**src/rtl/uart_multikey_transmitter.sv**
```systemverilog
// Keypad-to-UART transmitter: per-key edge queue, lowest-index arbitration, auto-repeat.
// Optional parity bit when UART_TX_PARITY_EN is defined.
module uart_multikey_transmitter #(
    parameter int DATA_WIDTH          = 8,
    parameter int NUM_KEYS            = 4,
    parameter logic [NUM_KEYS*DATA_WIDTH-1:0] KEY_CODES =
        {8'h77, 8'h64, 8'h73, 8'h61},
    parameter int BIT_COUNTER_WIDTH   = 3,
    parameter int CLOCK_COUNTER_WIDTH = 21,
    parameter int CLOCKS_PER_BIT      = 434,
    parameter int STOP_BITS           = 1,
`ifdef UART_TX_PARITY_EN
    parameter bit PARITY_ODD          = 1'b0,
`endif
    parameter int INTERFRAME_GAP      = 1608997
) (
    input  logic                i_clock,
    input  logic                i_resetL,
    input  logic [NUM_KEYS-1:0] i_keys,
    output logic                o_TX,
    output logic                o_busy,
    output logic                o_done,
    output logic [3:0]          o_key_idx
);

    localparam int CW = CLOCK_COUNTER_WIDTH;
    localparam int BW = BIT_COUNTER_WIDTH;
    localparam bit HAS_GAP = (INTERFRAME_GAP > 0);

    localparam logic [CW-1:0] BIT_LAST  = CW'(CLOCKS_PER_BIT - 1);
    localparam logic [CW-1:0] STOP_LAST = CW'(CLOCKS_PER_BIT * STOP_BITS - 1);
    localparam logic [CW-1:0] GAP_LAST  =
        CW'((INTERFRAME_GAP > 0) ? INTERFRAME_GAP - 1 : 0);
    localparam logic [BW-1:0] IDX_LAST  = BW'(DATA_WIDTH - 1);

    typedef enum logic [2:0] {
        S_IDLE,
        S_START,
        S_DATA,
`ifdef UART_TX_PARITY_EN
        S_PARITY,
`endif
        S_STOP,
        S_GAP
    } state_t;

    state_t                  state_q, state_d;
    logic [CW-1:0]           cnt_q, cnt_d;
    logic [BW-1:0]           bit_idx_q, bit_idx_d;
    logic [DATA_WIDTH-1:0]   data_q, data_d;
    logic [3:0]              key_idx_q, key_idx_d;
    logic [NUM_KEYS-1:0]     s1_q, s1_d;
    logic [NUM_KEYS-1:0]     s2_q, s2_d;
    logic [NUM_KEYS-1:0]     prev_q, prev_d;
    logic [NUM_KEYS-1:0]     pending_q, pending_d;
    logic                    tx_q, tx_d;
    logic                    busy_q, busy_d;
    logic                    done_q, done_d;

    logic [NUM_KEYS-1:0]     rise;
    logic [NUM_KEYS-1:0]     clr;
    logic [NUM_KEYS-1:0]     rep;
    logic                    frame_end;
    logic [3:0]              sel;

    // Lowest pending index wins.
    always_comb begin
        sel = 4'd0;
        for (int i = NUM_KEYS - 1; i >= 0; i--) begin
            if (pending_q[i]) begin
                sel = 4'(i);
            end
        end
    end

    always_comb begin
        state_d   = state_q;
        cnt_d     = cnt_q + 1'b1;
        bit_idx_d = bit_idx_q;
        data_d    = data_q;
        key_idx_d = key_idx_q;
        clr       = '0;
        frame_end = 1'b0;

        unique case (state_q)
            S_IDLE: begin
                cnt_d = '0;
                if (|pending_q) begin
                    state_d   = S_START;
                    data_d    = KEY_CODES[sel*DATA_WIDTH +: DATA_WIDTH];
                    key_idx_d = sel;
                    clr       = NUM_KEYS'(1) << sel;
                end
            end
            S_START: begin
                if (cnt_q == BIT_LAST) begin
                    state_d   = S_DATA;
                    cnt_d     = '0;
                    bit_idx_d = '0;
                end
            end
            S_DATA: begin
                if (cnt_q == BIT_LAST) begin
                    cnt_d = '0;
                    if (bit_idx_q == IDX_LAST) begin
`ifdef UART_TX_PARITY_EN
                        state_d = S_PARITY;
`else
                        state_d = S_STOP;
`endif
                    end else begin
                        bit_idx_d = bit_idx_q + 1'b1;
                    end
                end
            end
`ifdef UART_TX_PARITY_EN
            S_PARITY: begin
                if (cnt_q == BIT_LAST) begin
                    state_d = S_STOP;
                    cnt_d   = '0;
                end
            end
`endif
            S_STOP: begin
                if (cnt_q == STOP_LAST) begin
                    cnt_d = '0;
                    if (HAS_GAP) begin
                        state_d = S_GAP;
                    end else begin
                        state_d   = S_IDLE;
                        frame_end = 1'b1;
                    end
                end
            end
            S_GAP: begin
                if (cnt_q == GAP_LAST) begin
                    state_d   = S_IDLE;
                    cnt_d     = '0;
                    frame_end = 1'b1;
                end
            end
            default: begin
                state_d = S_IDLE;
                cnt_d   = '0;
            end
        endcase
    end

    // Held key re-arms itself as its own frame finishes.
    always_comb begin
        s1_d   = i_keys;
        s2_d   = s1_q;
        prev_d = s2_q;
        rise   = s2_q & ~prev_q;
        rep    = '0;
        if (frame_end) begin
            rep = s2_q & (NUM_KEYS'(1) << key_idx_q);
        end
        pending_d = ((pending_q | rise) & ~clr) | rep;
    end

    // Outputs are registered from next-state values to keep them glitch-free.
    always_comb begin
        tx_d = 1'b1;
        unique case (state_d)
            S_START:  tx_d = 1'b0;
            S_DATA:   tx_d = data_d[bit_idx_d];
`ifdef UART_TX_PARITY_EN
            S_PARITY: tx_d = (^data_d) ^ PARITY_ODD;
`endif
            default:  tx_d = 1'b1;
        endcase
        busy_d = (state_d != S_IDLE);
        done_d = (state_d == S_STOP) && (cnt_d == STOP_LAST);
    end

    always_ff @(posedge i_clock or negedge i_resetL) begin
        if (!i_resetL) begin
            state_q   <= S_IDLE;
            cnt_q     <= '0;
            bit_idx_q <= '0;
            data_q    <= '0;
            key_idx_q <= '0;
            s1_q      <= '0;
            s2_q      <= '0;
            prev_q    <= '0;
            pending_q <= '0;
            tx_q      <= 1'b1;
            busy_q    <= 1'b0;
            done_q    <= 1'b0;
        end else begin
            state_q   <= state_d;
            cnt_q     <= cnt_d;
            bit_idx_q <= bit_idx_d;
            data_q    <= data_d;
            key_idx_q <= key_idx_d;
            s1_q      <= s1_d;
            s2_q      <= s2_d;
            prev_q    <= prev_d;
            pending_q <= pending_d;
            tx_q      <= tx_d;
            busy_q    <= busy_d;
            done_q    <= done_d;
        end
    end

    assign o_TX      = tx_q;
    assign o_busy    = busy_q;
    assign o_done    = done_q;
    assign o_key_idx = key_idx_q;

endmodule
```
**config.mk**
```make
export PLATFORM = sky130hd
export DESIGN_NAME = uart_multikey_transmitter
export DESIGN_NICKNAME = d
export VERILOG_FILES = /design/src/rtl/uart_multikey_transmitter.sv
export SDC_FILE = /design/constraint.sdc
export NUM_CORES = 1
export LEC_CHECK = 0
export ABC_AREA = 1
export CAP_MARGIN = 0
export CELL_PAD_IN_SITES_DETAIL_PLACEMENT = 1
export CELL_PAD_IN_SITES_GLOBAL_PLACEMENT = 1
export CORE_UTILIZATION = 26
export DETAILED_ROUTE_END_ITERATION = 16
export HOLD_SLACK_MARGIN = 0.02
export PLACE_DENSITY = 0.52
export RECOVER_POWER = 50
export SLEW_MARGIN = 20
export SYNTH_ARGS = -nofsm -noshare
export SYNTH_HDL_FRONTEND = slang
export SYNTH_SLANG_ARGS = --single-unit
export TNS_END_PERCENT = 10
```
**constraint.sdc**
```tcl
create_clock -name i_clock -period 2.1 [get_ports i_clock]
set_input_delay 0.315 -clock i_clock [delete_from_list [all_inputs] [get_ports i_clock]]
set_output_delay 0.315 -clock i_clock [all_outputs]
set_load 0.005 [all_outputs]
```
After elaboration in Yosys (flattened, before gate mapping). Index checks and enable logic that the tools add are counted.

Input port bits: 6. Register bits after elaboration: 58. Output and inout bits: 7. Logic and storage cells: 70.

Equal/unequal tests: 11. Reductions and logical operators: 6. Bitwise logic cells: 7. $lt $le $gt $ge: 1. Add/sub/neg operators: 2. Muxes and demuxes: 28. Shift operators: 3.

Operator list (number): 21-bit by 9-bit equality test with 1-bit output (second input constant) (2); 21-bit two-way mux (2); 21-bit case mux with 2 select lines (1); 32-bit by 8-bit variable part select with 8-bit output (first input constant) (1); 3-bit two-way mux (9); 21-bit by 1-bit adder with 21-bit output (second input constant) (1); 21-bit equality test (second input constant) (1); 4-bit two-way mux (5); 8-bit two-way mux (2); 3-bit case mux with 5 select lines (1); 4-bit bitwise AND (3); 3-bit by 2-bit equality test with 1-bit output (second input constant) (4); 4-bit inverter (2); 4-bit bitwise OR (2); 1-bit by 4-bit << shifter with 4-bit output (first input constant) (2); 3-bit by 1-bit equality test with 1-bit output (second input constant) (2); 3-bit equality test (second input constant) (2); 3-bit case mux with 2 select lines (1); 3-bit by 4-bit < comparator with 1-bit output (second input constant) (1); 2-bit two-way mux (2); 4-bit OR reduction (1); 3-bit by 1-bit adder with 3-bit output (second input constant) (1); 1-bit binary-select mux with 3-bit select (1); 3-bit logical NOT (1); other kinds (6) (8).

Logic depth before layout (Yosys ltp). Gate-level depths: netlist of run 1.

Depth in word-level cells: 10. Gate-level depth with buffers: 16. Mapped depth without buffers: 16.

Least setup slack after synthesis of run 1. OpenSTA, ideal clock, no wires.

Kind: register to register. Start point: register cnt_q[1]. End point: register tx_q (netlist: o_TX). Clock period less this slack: 1.716 ns. Setup time: 0.076 ns. Stages on the path, launching flop included: 16. Path slack: 0.384 ns. Data arrival time: 1.639 ns. Required time: 2.024 ns. Cells stage by stage: dfrtp_1 -> inv_1 -> ha_1 -> inv_1 -> nor2_1 -> nand2_1 -> nor2_1 -> nand3_2 -> nor2_1 -> nand2_1 -> nand2_2 -> nand2_1 -> nand3_1 -> nand3_1 -> nand3_1 -> nand2_1.

Word-level cells in the longest chain between the ends: 6. Elaborated cells between the ends (all ways): 15. Those cells by class: eq/ne: 4; mux: 11.

RTL lines: start, declared (RTL line 48) `logic [CW-1:0] cnt_q, cnt_d;`; start signal, assigned (RTL line 193) `cnt_q <= cnt_d;`; 21-bit by 9-bit equality test with 1-bit output (RTL line 96, 103, 125); 3-bit two-way mux, on equally long branches (RTL line 103, 96); 3-bit case mux with 2 select lines (RTL line 85) `unique case (state_q)`; 1-bit binary-select mux with 3-bit select (RTL line 167) `S_DATA: tx_d = data_d[bit_idx_d];`; 1-bit two-way mux (implied by the code) (RTL line 167); 1-bit case mux with 2 select lines (*) (RTL line 165) `unique case (state_d)`; named net tx_d (RTL line 56) `logic tx_q, tx_d;`; end signal, assigned (RTL line 201) `tx_q <= tx_d;`; end, declared (RTL line 56).

Mark *: on every way through the listed nets, which the timed path passes. The rest lies on a longest branch. The select of a mux whose other input is x is not followed. A chain may end at the register's enable or synchronous reset.

Worst setup path after layout of run 1.
Start point: register cnt_q[0]. End point: register done_q (netlist: o_done).

Word-level cells in the longest chain between the ends: 5. Elaborated cells between the ends (all ways): 14. Those cells by class: add/sub: 1; eq/ne: 4; mux: 8; reduce/logical: 1.

RTL lines: 21-bit by 1-bit adder with 21-bit output, or another cell as far along (RTL line 78) `cnt_d = cnt_q + 1'b1;`; 21-bit two-way mux, or another cell as far along (RTL line 136) `if (cnt_q == GAP_LAST) begin`; 21-bit case mux with 2 select lines / 3-bit case mux with 5 select lines (equally long branches) (RTL line 85); 21-bit by 9-bit equality test with 1-bit output / 3-bit by 2-bit equality test with 1-bit output (equally long branches) (RTL line 174) `done_d = (state_d == S_STOP) && (cnt_d == STOP_LAST);`; 1-bit logical AND (*) (RTL line 174); named net done_d (RTL line 58) `logic done_q, done_d;`; end signal, assigned (RTL line 203) `done_q <= done_d;`; end, declared (RTL line 58).

Mark *: on every way through the listed nets, which the timed path passes. The rest lies on a longest branch.

==> flow_metrics.py, run 1 <==
metrics = {
    "sta": {
        "min_period_over_period_pct": 96.0,
        "setup_viol": 0,
        "worstMarginPinSlew_ns": 1.35,
        "period_needed_ns": 2.02,
        "hold_viol_final": 0,
        "max_freq_mhz": 496,
        "timing.setup.tns_ns": 0,
        "relSlewSlack_pct": 10.3,
        "rsz0062_at_grt": "true",
        "slew_violations": 0,
        "finClkSkew_ns": 0.00944,
        "hold_slack_ns": 0.355,
    },
    "critical_path": {
        "crit_arrival_ns": 2.25,
        "cpPeakStageDelay_ns": 0.42,
        "worstSetupEndpointType": "flop",
        "rr_worst_depth": 16,
        "crit_chain": "inv_2 > ha_2 > nand2_1 > inv_1 > nand3_1 > nor2_1 > nand2_1 > nand2_2 > nand2_4 > buf_4 > nand3b_1 > nor2_2 > nand3_2 > nor2_2 > nand3_1 > nor2_1",
        "slowest_stage": "dfrtp_2",
        "cp.required_ns": 2.34,
        "path_class": "reg -> reg",
        "cp_max_fo": 5,
        "cp-start-kind": "flop",
    },
    "status": {
        "outcome": "finished, final reports clean",
    },
    "routing": {
        "drt_wl_total_um": 9860,
        "drc": 0,
        "viasPerCell": 4.45,
        "dr.pass1.iters": 4,
        "drt_iter0_markers": 95,
        "ant_nets": 0,
        "wire_per_inst_um": 15.0,
        "vias": 2930,
    },
    "power": {
        "p_leak_nw": 2.05,
        "power.total_w": 0.00307,
        "power.density_nw_per_um2": 766,
        "ir_drop_mv": 0.293,
    },
    "placement": {
        "gp_congestion": 0.829,
        "place_hpwl_um": 7840,
        "placedCellCount": 645,
        "numPortBuffers": 10,
    },
    "grt": {
        "grt_overflow": 0,
        "grt_pass1_wl_um": 16600,
        "grt_pass1_vias": 3195,
        "antenna_found_initial": 0,
        "grt_max_degree": 57,
        "grt_usage_pct": 16.6,
    },
    "yosys": {
        "ys_top_cells_by_area": "dfrtp_1, nand2_1, nor2_1, inv_1, nand3_1",
        "yosysUniqueCellTypes": 35,
        "seq_area_frac_synth_pct": 42.3,
        "ys_warn_count": 0,
        "synthCells": 457,
        "synth_enable_flop_cells": 0,
        "synth_area_um2": 3310,
        "ys_async_sr_fraction_pct": 100,
        "yosys.area.top_type_share_pct": 41.5,
        "synth_area_per_cell_um2": 7.25,
        "synth_largest_area_cell": "dfrtp_1",
        "synthFlopType": "dfrtp_1",
        "synth-seq-cells": 56,
    },
    "cts": {
        "clkTransAtPathRegs_ns": 0.08,
        "clkLatencyLatePin_ns": 0.31,
        "cts_tree": "done",
        "cts_sinks": 56,
        "cts_made_buffers": 5,
        "clock-root-buffer": "clkbuf_16",
        "clockBufferDepth": 2,
        "htreeDepth": 2,
    },
    "floorplanning": {
        "die_area_um2": 13200,
        "io_pins": 13,
        "fp-row-count": 40,
        "fp.dieW_um": 115,
        "initial_core_util_pct": 27.1,
        "die_h_um": 115,
        "core_area_um2": 12200,
    },
    "finish": {
        "final_cells": 659,
        "fin_nets": 500,
        "synthToLayoutAreaGrowth_pct": 20.8,
        "final_common_cell": "nand2_1",
        "layout-drive-gt1-share_pct": 21.6,
        "antenna_cells": 0,
        "postLayoutCoreUtil_pct": 32.8,
        "final_cell_mix": "nand2_1, inv_1, nor2_1",
    },
    "hold_path": {
        "holdCritPathClass": "reg -> reg",
        "whs_path_depth": 0,
    },
    "run": {
        "max_cap_viol_count": 0,
    },
}
## flip-flops by register name, summed over array words and instances (netlist names)
name       count
cnt_q         21
bit_idx_q      3
o_busy         1
s1_q           4
o_TX           1
o_key_idx      2
pending_q      4
state_q        3
data_q         8
prev_d         4
prev_q         4
o_done         1
## per-stage QoR
step           setup WS [ns]  area (um^2)
5_1_grt               -0.122         4000
3_3_place_gp          -0.104         3710
4_1_cts               0.0135         3930
2_1_floorplan          0.384         3320
3_5_place_dp          -0.131         3710
6_report              0.0832         4000
## critical path, delay by kind of cell, from the launching register on
family / cells / cell delay (ns)
AND/OR/NAND/NOR: 12 / 1.12
adder cells (fa/ha/maj): 1 / 0.20
flip-flops: 1 / 0.42
buffers and inverters: 3 / 0.20
## cell type report
class / count / area, um^2
inverter: 84 / 315
fill: 1520 / 8210
clock buffer: 6 / 129
clock inverter: 2 / 38.8
multi-input combinational: 309 / 1630
timing repair buffer: 34 / 275
tap: 168 / 210
sequential: 56 / 1410
## cells by family after synthesis
kind of cell / share of synthesized area, %
AOI/OAI and AO/OA: 4.76
other: 0.113
buffers and inverters: 11.2
and+or+nand+nor: 38.8
DFF: 42.3
xor gates and xnor gates: 1.32
adders and majority gates: 1.51
## path summary, 6_finish.rpt
check                                        start             endpoint  slack, ns
max in group asynchronous                 i_resetL   cnt_q[7]$_DFF_PN0_       0.26
worst min register to register   s1_q[1]$_DFF_PN0_  prev_d[1]$_DFF_PN0_       0.35
worst max-delay path            cnt_q[0]$_DFF_PN0_     o_done$_DFF_PN0_       0.08
worst min-delay path             s1_q[1]$_DFF_PN0_  prev_d[1]$_DFF_PN0_       0.35
min in group asynchronous                 i_resetL  prev_q[2]$_DFF_PN0_       0.94
worst max register to register  cnt_q[0]$_DFF_PN0_     o_done$_DFF_PN0_       0.08
## synth_stat cells (2+ instances only)
library cell    n
nand2_1       103
nor2_1         71
inv_1          70
dfrtp_1        55
nand3_1        45
inv_2          13
nor2_2         13
nand4_1        12
o21ai_0         6
o21ai_1         6
buf_2           5
nand2_2         5
nor3_1          5
xor2_1          5
buf_4           4
ha_1            4
nand3_2         4
o211ai_1        4
a31oi_1         3
nor2_4          3
nor3_2          3
a21oi_1         2
nand2_4         2
nand3b_1        2
o41ai_1         2
## report_power, final
part	switching [W]	leakage [nW]	internal, W
Sequential	0.000151	0.693	0.00121
Combinational	0.000437	1.28	0.000280
Clock	0.000421	0.0815	0.000569
## repair_timing
item | in CTS | in global routing
pin swaps | 0 | 15
setup endpoints to repair | 1 | 4
setup buffers | 2 | 3
hold buffers | 1 | 0
resized for setup | 6 | 27
endpoints found under the hold margin | 22 | 0
## per-layer routing
metal / wire length (um) / global-route usage (%) / part of all wire, % / up-vias
li1: - / - / - / 1483
met1: 4800 / 21.6 / 49 / 1418
met2: 4680 / 27.6 / 47 / 18
met3: 212 / 3.16 / 2.2 / 11
met4: 161 / 5.45 / 1.6 / 0
met5: 0 / 0 / 0 / -
No activity file was read; power rests on OpenSTA's default activity.
==> run 2: changes to the inputs <==
TNS_END_PERCENT = not set   (was 10)
==> run 2 against run 1 <==
Compared with the run above: wire length up 0.25%; cell count did not move; clock-buffer cell count unchanged; fmax about the same; via count shrank 0.14%; clock skew hardly changed; final area is 0.44% higher; sequential cell count unchanged; worst hold slack is the same; first-iteration DRC count decreased by 13%; die area unchanged; sequential share of layout area fell by 0.15 points; critical endpoint unchanged; largest power group unchanged.
==> flow_metrics.py, run 2 (synthesis results as in run 1) <==
metrics = {
    "status": {
        "outcome": "finished, final reports clean",
    },
    "cts": {
        "htreeDepth": 2,
        "clock-root-buffer": "clkbuf_16",
        "cts_made_buffers": 5,
        "cts_sinks": 56,
        "clkTransAtPathRegs_ns": 0.08,
        "clockBufferDepth": 2,
        "clkLatencyLatePin_ns": 0.31,
        "cts_tree": "done",
    },
    "sta": {
        "finClkSkew_ns": 0.00954,
        "setup_viol": 0,
        "slew_violations": 0,
        "relSlewSlack_pct": 10.7,
        "max_freq_mhz": 496,
        "period_needed_ns": 2.02,
        "timing.setup.tns_ns": 0,
        "worstMarginPinSlew_ns": 1.34,
        "rsz0062_at_grt": "true",
        "hold_viol_final": 0,
        "min_period_over_period_pct": 96.1,
    },
    "routing": {
        "viasPerCell": 4.44,
        "vias": 2926,
        "ant_nets": 0,
        "drt_wl_total_um": 9880,
        "drt_iter0_markers": 83,
        "dr.pass1.iters": 4,
        "drc": 0,
        "wire_per_inst_um": 15.0,
    },
    "finish": {
        "layout-drive-gt1-share_pct": 21.6,
        "top_regs": "cnt_q (21), data_q (8)",
        "synthToLayoutAreaGrowth_pct": 21.4,
        "antenna_cells": 0,
        "final_common_cell": "nand2_1",
        "postLayoutCoreUtil_pct": 32.9,
        "fin_nets": 500,
        "top_register": "cnt_q",
        "final_cell_mix": "nand2_1, inv_1, nor2_1",
        "fillers": 1518,
        "final_area_um2": 4020,
        "largest_reg_flops": 21,
    },
    "power": {
        "p_leak_nw": 2.05,
        "power.total_w": 0.00307,
        "ir_drop_mv": 0.293,
        "power.density_nw_per_um2": 763,
    },
    "floorplanning": {
        "io_pins": 13,
        "initial_core_util_pct": 27.1,
        "die_area_um2": 13200,
        "fp-row-count": 40,
        "fp.dieW_um": 115,
        "core_area_um2": 12200,
        "die_h_um": 115,
    },
    "critical_path": {
        "cp-start-kind": "flop",
        "reg2reg_from": "cnt_q[0]$_DFF_PN0_",
        "cp-endpoint": "o_done$_DFF_PN0_",
        "crit_chain": "inv_2 > ha_2 > nand2_1 > inv_1 > nand3_1 > nor2_1 > nand2_1 > nand2_2 > nand2_4 > buf_4 > nand3b_1 > nor2_2 > nand3_2 > nor2_2 > nand3_1 > nor2_1",
        "rr_worst_depth": 16,
        "crit_arrival_ns": 2.26,
        "cpPeakStageDelay_ns": 0.42,
        "slowest_stage": "dfrtp_2",
        "critPathLaunch": "cnt_q[0]$_DFF_PN0_",
        "r2r_slack_ns": 0.08,
        "path_class": "reg -> reg",
        "cp_max_fo": 5,
        "worstSetupEndpointType": "flop",
        "cp.required_ns": 2.34,
        "r2r-end": "o_done$_DFF_PN0_",
    },
    "grt": {
        "grt_max_degree": 57,
        "grt_usage_pct": 16.6,
        "grt_pass1_vias": 3195,
        "antenna_found_initial": 0,
        "grt_pass1_wl_um": 16600,
        "grt_overflow": 0,
    },
    "placement": {
        "numPortBuffers": 10,
        "place_area_um2": 3710,
        "gp_congestion": 0.829,
        "place_hpwl_um": 7840,
    },
    "hold_path": {
        "holdCritPathClass": "reg -> reg",
    },
    "run": {
        "max_cap_viol_count": 0,
    },
}
-- run 2: how the worst min path moves through the flow --
stage	from	end	slack (ns)	cells after the start
final	s1_q[1]$_DFF_PN0_	prev_d[1]$_DFF_PN0_	0.35	0
after global routing	s1_q[2]$_DFF_PN0_	prev_d[2]$_DFF_PN0_	0.36	0
after CTS	s1_q[1]$_DFF_PN0_	prev_d[1]$_DFF_PN0_	0.36	0
after detailed placement	s1_q[1]$_DFF_PN0_	prev_d[1]$_DFF_PN0_	0.34	0
after global placement	s1_q[3]$_DFF_PN0_	prev_d[3]$_DFF_PN0_	0.33	0
after floorplan	i_resetL	bit_idx_q[0]$_DFF_PN0_	0.02	0
-- run 2: layer usage --
| layer | up-vias | track usage [%] | share of wire (%) | wire, um |
|---|---|---|---|---|
| li1 | 1484 | - | - | - |
| met1 | 1415 | 21.6 | 49 | 4840 |
| met2 | 16 | 27.6 | 48 | 4700 |
| met3 | 11 | 3.16 | 1.9 | 185 |
| met4 | 0 | 5.45 | 1.6 | 161 |
| met5 | - | 0 | 0 | 0 |
-- run 2: layout make-up --
type                    instances  area (um^2)  share of cell area (%)
clock buffers                   6          129                    3.20
clock inverters                 2         38.8                   0.965
inverters                      84          315                    7.84
multi-input cells             309         1650                    40.9
flip-flops and latches         56         1410                    35.0
well taps                     168          210                    5.23
repair buffers                 34          275                    6.85
-- run 2: repair_timing --
action                                 in CTS  in global routing
hold buffers                                1                  0
gates resized for setup                     6                 30
setup buffers                               2                  3
setup endpoints to repair                   1                  4
endpoints found under the hold margin      22                  0
pin swaps                                   0                 15
-- run 2: worst max-delay path, delay by kind of cell (launching register included) --
| kind | cells | cell delay (ns) |
|---|---|---|
| adder cells (fa/ha/maj) | 1 | 0.20 |
| buffers and inverters | 3 | 0.20 |
| flip-flops | 1 | 0.42 |
| AND/OR/NAND/NOR | 12 | 1.12 |
-- run 2: report_power, final --
group | switching (W) | internal, W
combinational | 0.000438 | 0.000280
sequential | 0.000151 | 0.00121
clock | 0.000422 | 0.000569
-- run 2: metrics by stage --
step           std cells  setup slack (ns)  hold slack, ns
2_1_floorplan        458             0.384          0.0194
4_1_cts              656            0.0135           0.356
3_5_place_dp         645            -0.131           0.338
6_report             659            0.0826           0.355
3_3_place_gp         645            -0.104           0.333
5_1_grt              659            -0.122           0.358
